[src/rtl/pic24_icsp_target.sv]
// PIC24 ICSP target-side responder: validates the entry key, then decodes SIX and
// REGOUT commands clocked in on PGC, returning VISI data on PGD.
module pic24_icsp_target #(
  parameter logic [31:0] ENTRY_KEY   = 32'h4D434851,
  parameter int unsigned SYNC_STAGES = 2
) (
  input  logic        clk50MHz,
  input  logic        rst,
  input  logic        MCLRn,
  input  logic        PGCx,
  input  logic        PGDx_in,
  output logic        PGDx_out,
  output logic        PGDx_oe,
  output logic        icsp_active,
  output logic        six_valid,
  output logic [23:0] six_instr,
  input  logic [15:0] visi_data,
  output logic        regout_done,
  output logic        key_error,
  output logic        bad_cmd
);

  typedef enum logic [2:0] {
    S_IDLE, S_KEY, S_LOCKED, S_WAIT_MCLR, S_CMD, S_SIX, S_PAD, S_RDATA
  } state_t;

  state_t                 state_q, state_d;
  logic [SYNC_STAGES-1:0] pgc_sync_q, pgc_sync_d;
  logic [SYNC_STAGES-1:0] pgd_sync_q, pgd_sync_d;
  logic [SYNC_STAGES-1:0] mclr_sync_q, mclr_sync_d;
  logic                   pgc_prev_q, mclr_prev_q, armed_q, armed_d;
  logic [4:0]             cnt_q, cnt_d;
  logic [31:0]            sh_q, sh_d;
  logic [15:0]            rd_q, rd_d;
  logic [23:0]            six_instr_q, six_instr_d;
  logic                   pgd_out_q, pgd_out_d, pgd_oe_q, pgd_oe_d;
  logic                   active_q, active_d;
  logic                   six_valid_q, six_valid_d, done_q, done_d;
  logic                   kerr_q, kerr_d, bad_q, bad_d;

  logic        pgc_s, pgd_s, mclr_s, rise, fall, mclr_rise, mclr_fall, abort;
  logic [31:0] sh_msb;
  logic [23:0] sh_lsb;

  always_comb begin
    pgc_sync_d  = {pgc_sync_q[SYNC_STAGES-2:0], PGCx};
    pgd_sync_d  = {pgd_sync_q[SYNC_STAGES-2:0], PGDx_in};
    mclr_sync_d = {mclr_sync_q[SYNC_STAGES-2:0], MCLRn};
    pgc_s       = pgc_sync_q[SYNC_STAGES-1];
    pgd_s       = pgd_sync_q[SYNC_STAGES-1];
    mclr_s      = mclr_sync_q[SYNC_STAGES-1];
    rise        = pgc_s & ~pgc_prev_q;
    fall        = ~pgc_s & pgc_prev_q;
    mclr_rise   = mclr_s & ~mclr_prev_q;
    mclr_fall   = ~mclr_s & mclr_prev_q;
    sh_msb      = {sh_q[30:0], pgd_s};
    sh_lsb      = {pgd_s, sh_q[23:1]};
    // In WAIT_MCLR the line is already low from key entry, so only a fresh fall aborts.
    abort = (~mclr_s && (state_q inside {S_CMD, S_SIX, S_PAD, S_RDATA})) ||
            (mclr_fall && state_q == S_WAIT_MCLR);
  end

  always_comb begin
    state_d     = state_q;
    cnt_d       = cnt_q;
    sh_d        = sh_q;
    rd_d        = rd_q;
    six_instr_d = six_instr_q;
    pgd_out_d   = pgd_out_q;
    pgd_oe_d    = pgd_oe_q;
    six_valid_d = 1'b0;
    done_d      = 1'b0;
    kerr_d      = 1'b0;
    bad_d       = 1'b0;
    armed_d     = fall ? 1'b1 : (rise ? 1'b0 : armed_q);

    if (abort) begin
      state_d   = S_KEY;
      cnt_d     = '0;
      sh_d      = '0;
      pgd_out_d = 1'b0;
      pgd_oe_d  = 1'b0;
    end else begin
      unique case (state_q)
        S_IDLE: if (!mclr_s) begin
          state_d = S_KEY;
          cnt_d   = '0;
          sh_d    = '0;
        end
        S_KEY: if (fall) begin
          sh_d  = sh_msb;
          cnt_d = cnt_q + 5'd1;
          if (cnt_q == 5'd31) begin
            if (sh_msb == ENTRY_KEY) state_d = S_WAIT_MCLR;
            else begin
              kerr_d  = 1'b1;
              state_d = S_LOCKED;
            end
          end
        end
        S_LOCKED: if (mclr_rise) state_d = S_IDLE;
        S_WAIT_MCLR: if (mclr_rise) begin
          state_d = S_CMD;
          cnt_d   = '0;
          sh_d    = '0;
        end
        S_CMD: if (fall) begin
          sh_d  = {8'h00, sh_lsb};
          cnt_d = cnt_q + 5'd1;
          if (cnt_q == 5'd3) begin
            cnt_d = '0;
            sh_d  = '0;
            case (sh_lsb[23:20])
              4'b0000: state_d = S_SIX;
              4'b0001: state_d = S_PAD;
              default: bad_d   = 1'b1;
            endcase
          end
        end
        S_SIX: if (fall) begin
          sh_d  = {8'h00, sh_lsb};
          cnt_d = cnt_q + 5'd1;
          if (cnt_q == 5'd23) begin
            six_instr_d = sh_lsb;
            six_valid_d = 1'b1;
            state_d     = S_CMD;
            cnt_d       = '0;
            sh_d        = '0;
          end
        end
        S_PAD: if (fall) begin
          cnt_d = cnt_q + 5'd1;
          if (cnt_q == 5'd7) begin
            rd_d    = visi_data;
            state_d = S_RDATA;
            cnt_d   = '0;
          end
        end
        S_RDATA: begin
          if (rise && armed_q) begin
            pgd_oe_d  = 1'b1;
            pgd_out_d = rd_q[0];
          end
          if (fall) begin
            rd_d  = {1'b0, rd_q[15:1]};
            cnt_d = cnt_q + 5'd1;
            if (cnt_q == 5'd15) begin
              pgd_oe_d  = 1'b0;
              pgd_out_d = 1'b0;
              done_d    = 1'b1;
              state_d   = S_CMD;
              cnt_d     = '0;
            end
          end
        end
        default: state_d = S_IDLE;
      endcase
    end
    active_d = state_d inside {S_CMD, S_SIX, S_PAD, S_RDATA};
  end

  // MCLRn synchronizer resets to the idle-high level so reset release is not seen as entry.
  always_ff @(posedge clk50MHz or posedge rst) begin
    if (rst) begin
      state_q     <= S_IDLE;
      pgc_sync_q  <= '0;
      pgd_sync_q  <= '0;
      mclr_sync_q <= '1;
      pgc_prev_q  <= 1'b0;
      mclr_prev_q <= 1'b1;
      armed_q     <= 1'b0;
      cnt_q       <= '0;
      sh_q        <= '0;
      rd_q        <= '0;
      six_instr_q <= '0;
      pgd_out_q   <= 1'b0;
      pgd_oe_q    <= 1'b0;
      active_q    <= 1'b0;
      six_valid_q <= 1'b0;
      done_q      <= 1'b0;
      kerr_q      <= 1'b0;
      bad_q       <= 1'b0;
    end else begin
      state_q     <= state_d;
      pgc_sync_q  <= pgc_sync_d;
      pgd_sync_q  <= pgd_sync_d;
      mclr_sync_q <= mclr_sync_d;
      pgc_prev_q  <= pgc_s;
      mclr_prev_q <= mclr_s;
      armed_q     <= armed_d;
      cnt_q       <= cnt_d;
      sh_q        <= sh_d;
      rd_q        <= rd_d;
      six_instr_q <= six_instr_d;
      pgd_out_q   <= pgd_out_d;
      pgd_oe_q    <= pgd_oe_d;
      active_q    <= active_d;
      six_valid_q <= six_valid_d;
      done_q      <= done_d;
      kerr_q      <= kerr_d;
      bad_q       <= bad_d;
    end
  end

  assign PGDx_out    = pgd_out_q;
  assign PGDx_oe     = pgd_oe_q;
  assign icsp_active = active_q;
  assign six_valid   = six_valid_q;
  assign six_instr   = six_instr_q;
  assign regout_done = done_q;
  assign key_error   = kerr_q;
  assign bad_cmd     = bad_q;

endmodule

[config.mk]
export PLATFORM = sky130hd
export DESIGN_NAME = pic24_icsp_target
export DESIGN_NICKNAME = d
export VERILOG_FILES = /design/src/rtl/pic24_icsp_target.sv
export SDC_FILE = /design/constraint.sdc
export NUM_CORES = 1
export LEC_CHECK = 0
export BUFFER_PORTS_ARGS = -buffer_cell sky130_fd_sc_hd__buf_2
export CAP_MARGIN = 20
export CORE_UTILIZATION = 60
export CTS_CLUSTER_DIAMETER = 40
export CTS_CLUSTER_SIZE = 14
export DETAILED_ROUTE_END_ITERATION = 8
export PLACE_DENSITY = 0.83
export RECOVER_POWER = 50
export SLEW_MARGIN = 25
export SYNTH_ARGS = -nofsm -noshare
export SYNTH_HDL_FRONTEND = slang
export SYNTH_SLANG_ARGS = --single-unit
[constraint.sdc]
create_clock -name clk50MHz -period 5.9 [get_ports clk50MHz]
set_clock_uncertainty 0.05 [all_clocks]
set_input_delay 0.295 -clock clk50MHz [delete_from_list [all_inputs] [get_ports clk50MHz]]
set_output_delay 0.295 -clock clk50MHz [all_outputs]
set_load 0.01 [all_outputs]
==> results of run 1 <==
==> layout make-up <==
cell class	count	area (sq um)	area share, %
tap	99	124	2.55
clock buffer	12	145	2.99
clock inverter	4	30.0	0.618
sequential	95	2380	49.0
timing repair buffer	59	287	5.90
inverter	9	35.0	0.721
multi-input combinational	277	1860	38.2
==> worst max-delay path, stage by stage, from the launching register on <==
cell     delay [ns]
dfrtp_1        0.73
and2_0         0.44
nand3_1        0.19
nor2_4         0.60
mux2_2         0.41
==> stage by stage <==
stage / setup slack, ns / power (mW) / area [sq um]
2_1_floorplan: 3.08 / 0.949 / 4440
3_3_place_gp: 3.37 / 0.978 / 4670
3_5_place_dp: 3.39 / 0.990 / 4680
4_1_cts: 3.37 / 1.38 / 4880
5_1_grt: 3.27 / 1.45 / 4860
6_report: 3.37 / 1.37 / 4860
==> power groups by stage <==
stage / combinational (mW) / clock (mW) / sequential (mW)
2_1_floorplan: 0.222 / 0 / 0.727
3_3_place_gp: 0.230 / 0 / 0.748
3_5_place_dp: 0.238 / 0 / 0.751
4_1_cts: 0.241 / 0.401 / 0.738
5_1_grt: 0.272 / 0.429 / 0.746
6_report: 0.241 / 0.394 / 0.740
==> layout by cell type (no fill, tap or decap), types with 6 or more instances in the layout <==
master	count
clkbuf_8	10
nand2_1	60
o21ai_0	33
ha_1	6
nand3_1	6
mux2i_1	15
a22oi_1	25
buf_2	20
nor2_1	14
clkbuf_1	33
a21oi_1	9
mux2_2	21
dfrtp_1	92
o21ai_1	24
inv_1	8
==> registers in the layout, summed over array words and instances, names as in the netlist, 2 cells and up <==
name         flops
rd_q            16
six_instr       24
pgd_sync_q       2
state_q          3
mclr_sync_q      2
pgc_sync_q       2
sh_q            31
cnt_q            5
==> worst paths after layout <==
kind	end	depth (start not counted)	slack [ns]	start
max	six_instr[14]	4	3.37	state_q[2]
min reg2reg	pgc_sync_q[1]	0	0.30	pgc_sync_q[0]
min	rd_q[15]	3	0.12	visi_data[15]
max in group asynchronous	six_instr[18]	4	3.68	rst
min in group asynchronous	rd_q[8]	3	0.73	rst
max reg2reg	six_instr[14]	4	3.37	state_q[2]
==> routing by layer <==
layer | up-vias | track usage (%) | share of wire (%)
met2 | 92 | 38.3 | 47
met1 | 1593 | 35.2 | 47
li1 | 1546 | - | -
met5 | - | 0 | 0
met3 | 11 | 4.81 | 4.3
met4 | 0 | 7.77 | 1.8
==> cells by family after synthesis <==
group	after synthesis	synth area share, %
AO/OA/AOI/OAI	110	15.7
XOR/XNOR	1	0.197
adder cells (fa/ha/maj)	6	1.69
buffers and inverters	34	4.81
flip-flops	95	53.6
multiplexers	41	9.97
AND/OR/NAND/NOR	119	14.0
==> timing repair <==
action	in CTS	in global routing
hold buffers	3	1
endpoints found under the hold margin	31	1
buffers inserted	0	0
==> flow_metrics.py, run 1 <==
metrics = {
    "critical_path": {
        "cp.required_ns": 6.09,
        "critPathKind": "flip-flop to flip-flop",
        "crit_fanout": 25,
        "crit_arrival_ns": 2.72,
        "crit_path_end_kind": "flip-flop",
        "startpoint_type": "flip-flop",
    },
    "die": {
        "ioPinCount": 52,
        "fp.dieW_um": 88.1,
        "die_area_sq_mm": 0.00776,
        "rows": 31,
        "core_sq_mm": 0.00721,
        "start_util_pct": 61.6,
        "die_h_um": 88.1,
    },
    "final_layout": {
        "fill_cells": 592,
        "stdcell_count": 555,
        "fin_util_pct": 67.3,
        "nNetsFinal": 478,
        "syn2layout_area_growth_pct": 9.29,
        "antennaDiodeCount": 0,
        "drive_gt1_share_pct": 16.2,
    },
    "clocking": {
        "numCtsBuffers": 9,
        "clock_sinks": 95,
        "root_buffer": "clkbuf_8",
        "clock_latency_ns": 0.36,
        "cts_resized": 0,
        "clk_pin_slew_ns": 0.08,
        "h-tree-depth": 3,
        "cts_tree": "yes",
        "clk_path_buf_depth": 2,
    },
    "global_route": {
        "grt_usage_pct": 24.6,
        "antenna_found_initial": 0,
        "grt_max_degree": 64,
        "grt_pass1_vias": 3035,
        "grt_overflow": 0,
        "grt_pass1_wl_um": 14700,
    },
    "route": {
        "post-route-drc-count": 0,
        "antenna_left": 0,
        "wirelength_um": 8870,
        "drtIter0Drc": 180,
        "vias_per_cell": 5.84,
        "wl_per_cell_um": 16.0,
        "vias": 3242,
        "firstDrtPassIters": 5,
    },
    "logic_synthesis": {
        "synth_top_cell_by_area": "dfrtp_1",
        "synth_commonest_cells": "dfrtp_1, nand2_1, o21ai_0",
        "synth_fp_nets": 433,
        "ys_warn_count": 0,
        "yosysSeqAreaShare_pct": 53.6,
        "synth_area_per_cell_sq_um": 10.9,
        "syn_area_sq_mm": 0.00444,
        "synthFlopType": "dfrtp_1",
        "async_flop_share_pct": 100,
        "synth-seq-cells": 95,
        "yosysUniqueCellTypes": 55,
        "synth_edf_count": 0,
        "synth_area_leaders": "dfrtp_1, mux2_2, nand2_1",
        "syn_inst": 406,
        "synth_most_common_cell": "dfrtp_1",
        "synth_top_area_share_pct": 51.8,
    },
    "placed_design": {
        "dp_hpwl_um": 5880,
        "io_buffers": 51,
        "place_congestion": 0.872,
        "dp.cells": 535,
    },
    "pwr": {
        "p_int_uw": 936,
        "switching_power_uw": 439,
        "swShare_pct": 32.0,
        "clkPwrFrac_pct": 28.6,
        "pwr-share-comb_pct": 17.5,
        "ir_worst_vdd_uv": 184,
        "p_leak_nw": 2.22,
        "seq_power_share_pct": 53.8,
        "powerDensity_mw_per_mm2": 283,
    },
    "sta": {
        "totalNegativeSetupSlack_ns": 0,
        "hold_violations": 0,
        "rsz0062_at_grt": "no",
        "slew_violations": 0,
        "holdWs_ns": 0.124,
        "worst_pin_slew_ns": 1.39,
        "slew_headroom_pct": 6.71,
        "post-route-min-period_ns": 2.53,
        "fmax_ghz": 0.395,
        "post-route-period-util_pct": 42.9,
        "finalSetupViolations": 0,
    },
    "outcome": {
        "status": "complete, no violations",
    },
    "worst_hold_path": {
        "hp-class": "input pin to flip-flop",
    },
    "job": {
        "drv_cap": 0,
    },
}
(Power assumes the default switching activity.)
==> run 2, diff against run 1 <==
Settings changed: ABC_AREA set to 1, CORE_UTILIZATION 60 to 58, PLACE_DENSITY 0.83 to 0.8.
Clock period 5.9 ns to 2.4 ns, I/O delays scaled along.
==> flow_metrics.py, run 2 <==
metrics = {
    "outcome": {
        "status": "complete, no violations",
    },
    "critical_path": {
        "startpoint_type": "flip-flop",
        "startpoint": "state_q[2]",
        "slowest_delay_ns": 0.51,
        "slowest_stage": "dfrtp_1",
        "crit_path_end_kind": "flip-flop",
        "r2r_start": "state_q[2]",
        "crit_chain": "inv_2 -> nand2_1 -> nand2_2 -> buf_4 -> nand2_1 -> nand2_4 -> nor2_8 -> buf_12 -> nand3_1 -> o21ai_0",
        "cp.required_ns": 2.64,
        "critPathKind": "flip-flop to flip-flop",
        "crit_fanout": 59,
        "crit_arrival_ns": 2.26,
        "crit_top_cell": "nand2_1",
    },
    "clocking": {
        "root_buffer": "clkbuf_8",
        "h-tree-depth": 3,
        "cts_resized": 0,
        "clock_sinks": 95,
        "cts_tree": "yes",
        "numCtsBuffers": 9,
        "clk_path_buf_depth": 2,
        "clock_latency_ns": 0.37,
        "cts_setup_buffers": 0,
        "hold_buffers": 5,
        "clk_pin_slew_ns": 0.10,
    },
    "die": {
        "rows": 32,
        "ioPinCount": 52,
        "die_area_sq_mm": 0.00843,
        "start_util_pct": 60.2,
        "core_sq_mm": 0.00777,
        "fp.dieW_um": 91.8,
        "die_h_um": 91.8,
    },
    "logic_synthesis": {
        "synth_fp_nets": 601,
        "ys_warn_count": 0,
        "synth_top_area_share_pct": 49.2,
        "synth_top_cell_by_area": "dfrtp_1",
        "synth_area_per_cell_sq_um": 8.15,
        "synth_most_common_cell": "nand2_1",
        "async_flop_share_pct": 100,
        "syn_area_sq_mm": 0.00468,
        "synth-seq-cells": 95,
        "yosysSeqAreaShare_pct": 50.9,
        "syn_inst": 574,
        "synthFlopType": "dfrtp_1",
        "synth_commonest_cells": "nand2_1, o21ai_0, dfrtp_1",
        "synth_area_leaders": "dfrtp_1, nand2_1, o21ai_0",
        "yosysUniqueCellTypes": 32,
        "synth_edf_count": 0,
    },
    "route": {
        "wl_per_cell_um": 13.1,
        "wirelength_um": 9560,
        "firstDrtPassIters": 5,
        "post-route-drc-count": 0,
        "vias_per_cell": 5.25,
        "vias": 3834,
        "antenna_left": 0,
        "drtIter0Drc": 253,
    },
    "pwr": {
        "p_leak_nw": 2.54,
        "ir_worst_vdd_uv": 456,
        "p_total_mw": 4.10,
        "powerDensity_mw_per_mm2": 781,
    },
    "final_layout": {
        "syn2layout_area_growth_pct": 12.2,
        "drive_gt1_share_pct": 17.4,
        "regMostFlops": "sh_q",
        "antennaDiodeCount": 0,
        "nNetsFinal": 651,
        "stdcell_area_sq_mm": 0.00525,
        "largest_reg_flops": 31,
        "layout_commonest_cell": "nand2_1",
        "fin_util_pct": 67.6,
        "final_cell_mix": "nand2_1, o21ai_0, dfrtp_1",
    },
    "placed_design": {
        "place_congestion": 0.907,
        "place_ws_ns": 0.449,
        "io_buffers": 51,
        "placed_area_sq_mm": 0.00500,
        "dp_hpwl_um": 6300,
    },
    "sta": {
        "timing.final.ws_setup_ns": 0.381,
        "rsz0062_at_grt": "no",
        "post-route-period-util_pct": 84.1,
        "slew_headroom_pct": 17.4,
        "totalNegativeSetupSlack_ns": 0,
        "worst_pin_slew_ns": 1.24,
        "finalSetupViolations": 0,
        "fmax_ghz": 0.495,
        "slew_violations": 0,
        "post-route-min-period_ns": 2.02,
        "hold_violations": 0,
    },
    "global_route": {
        "antenna_found_initial": 0,
        "grt_overflow": 0,
        "grt_max_degree": 96,
        "grt_pass1_wl_um": 16500,
        "grt_usage_pct": 24.8,
        "grt_pass1_vias": 3627,
    },
    "job": {
        "drv_cap": 0,
    },
    "worst_hold_path": {
        "hp-class": "input pin to flip-flop",
        "hp-start": "visi_data[4]",
    },
}
## run 2: cell types whose count changed after synthesis, moves of 17 or more
cell / previous run / this run
nand2_1: 60 / 155
o21ai_0: 34 / 99
inv_1: 9 / 62
nand3_1: 7 / 36
a22oi_1: 25 / 0
mux2_2: 21 / 0
nor2_1: 14 / 31
## run 2: where the power goes
| group | switching [mW] | internal [mW] | total [mW] |
|---|---|---|---|
| Sequential | 0.116 | 1.76 | 1.88 |
| Clock | 0.566 | 0.612 | 1.18 |
| Combinational | 0.709 | 0.335 | 1.04 |
## run 2: cells by family (layout without fill, tap and decap cells)
family	after synthesis	in the layout	synth area share, %
compound gates	128	128	14.7
fa+ha+maj	6	6	1.60
buf+inv	95	149	8.98
flops	95	95	50.9
simple gates	250	250	23.9
## run 2: metal layers
metal / vias to the layer above / part of all wire (%) / wire (um) / track usage (%)
met2: 115 / 47 / 4470 / 38.7
met5: - / 0 / 0 / 0
li1: 1934 / - / - / -
met1: 1771 / 47 / 4500 / 34.6
met3: 14 / 4.8 / 459 / 4.64
met4: 0 / 1.5 / 139 / 9.64
## run 2: worst max-delay path: cells and delay by family, from the launching register on
family | cells | cell delay, ns
AO/OA/AOI/OAI | 1 | 0.10
AND/OR/NAND/NOR | 6 | 0.64
flip-flops | 1 | 0.51
buffers and inverters | 3 | 0.62
## run 2: cell type report
cell class,count,area [sq um]
fill,638,2520
sequential,95,2380
multi-input combinational,384,1880
timing repair buffer,65,375
inverter,69,268
clock buffer,10,138
tap,102,128
clock inverter,5,81.3
## run 2: path summary, 6_finish.rpt
kind / slack (ns) / cells past startpoint / to
max: 0.38 / 10 / sh_q[0]
min: 0.02 / 5 / rd_q[4]
max reg2reg: 0.38 / 10 / sh_q[0]
min reg2reg: 0.30 / 0 / pgc_sync_q[1]
max in group asynchronous: 0.81 / 4 / six_instr[16]
min in group asynchronous: 0.73 / 4 / six_instr[4]
## run 2: per-stage QoR
| stage | hold slack [ns] | cells |
|---|---|---|
| floorplan | 0.0745 | 574 |
| global placement | 0.175 | 710 |
| detailed placement | 0.178 | 710 |
| CTS | 0.0236 | 730 |
| global route | 0.0463 | 730 |
| finish | 0.0243 | 730 |
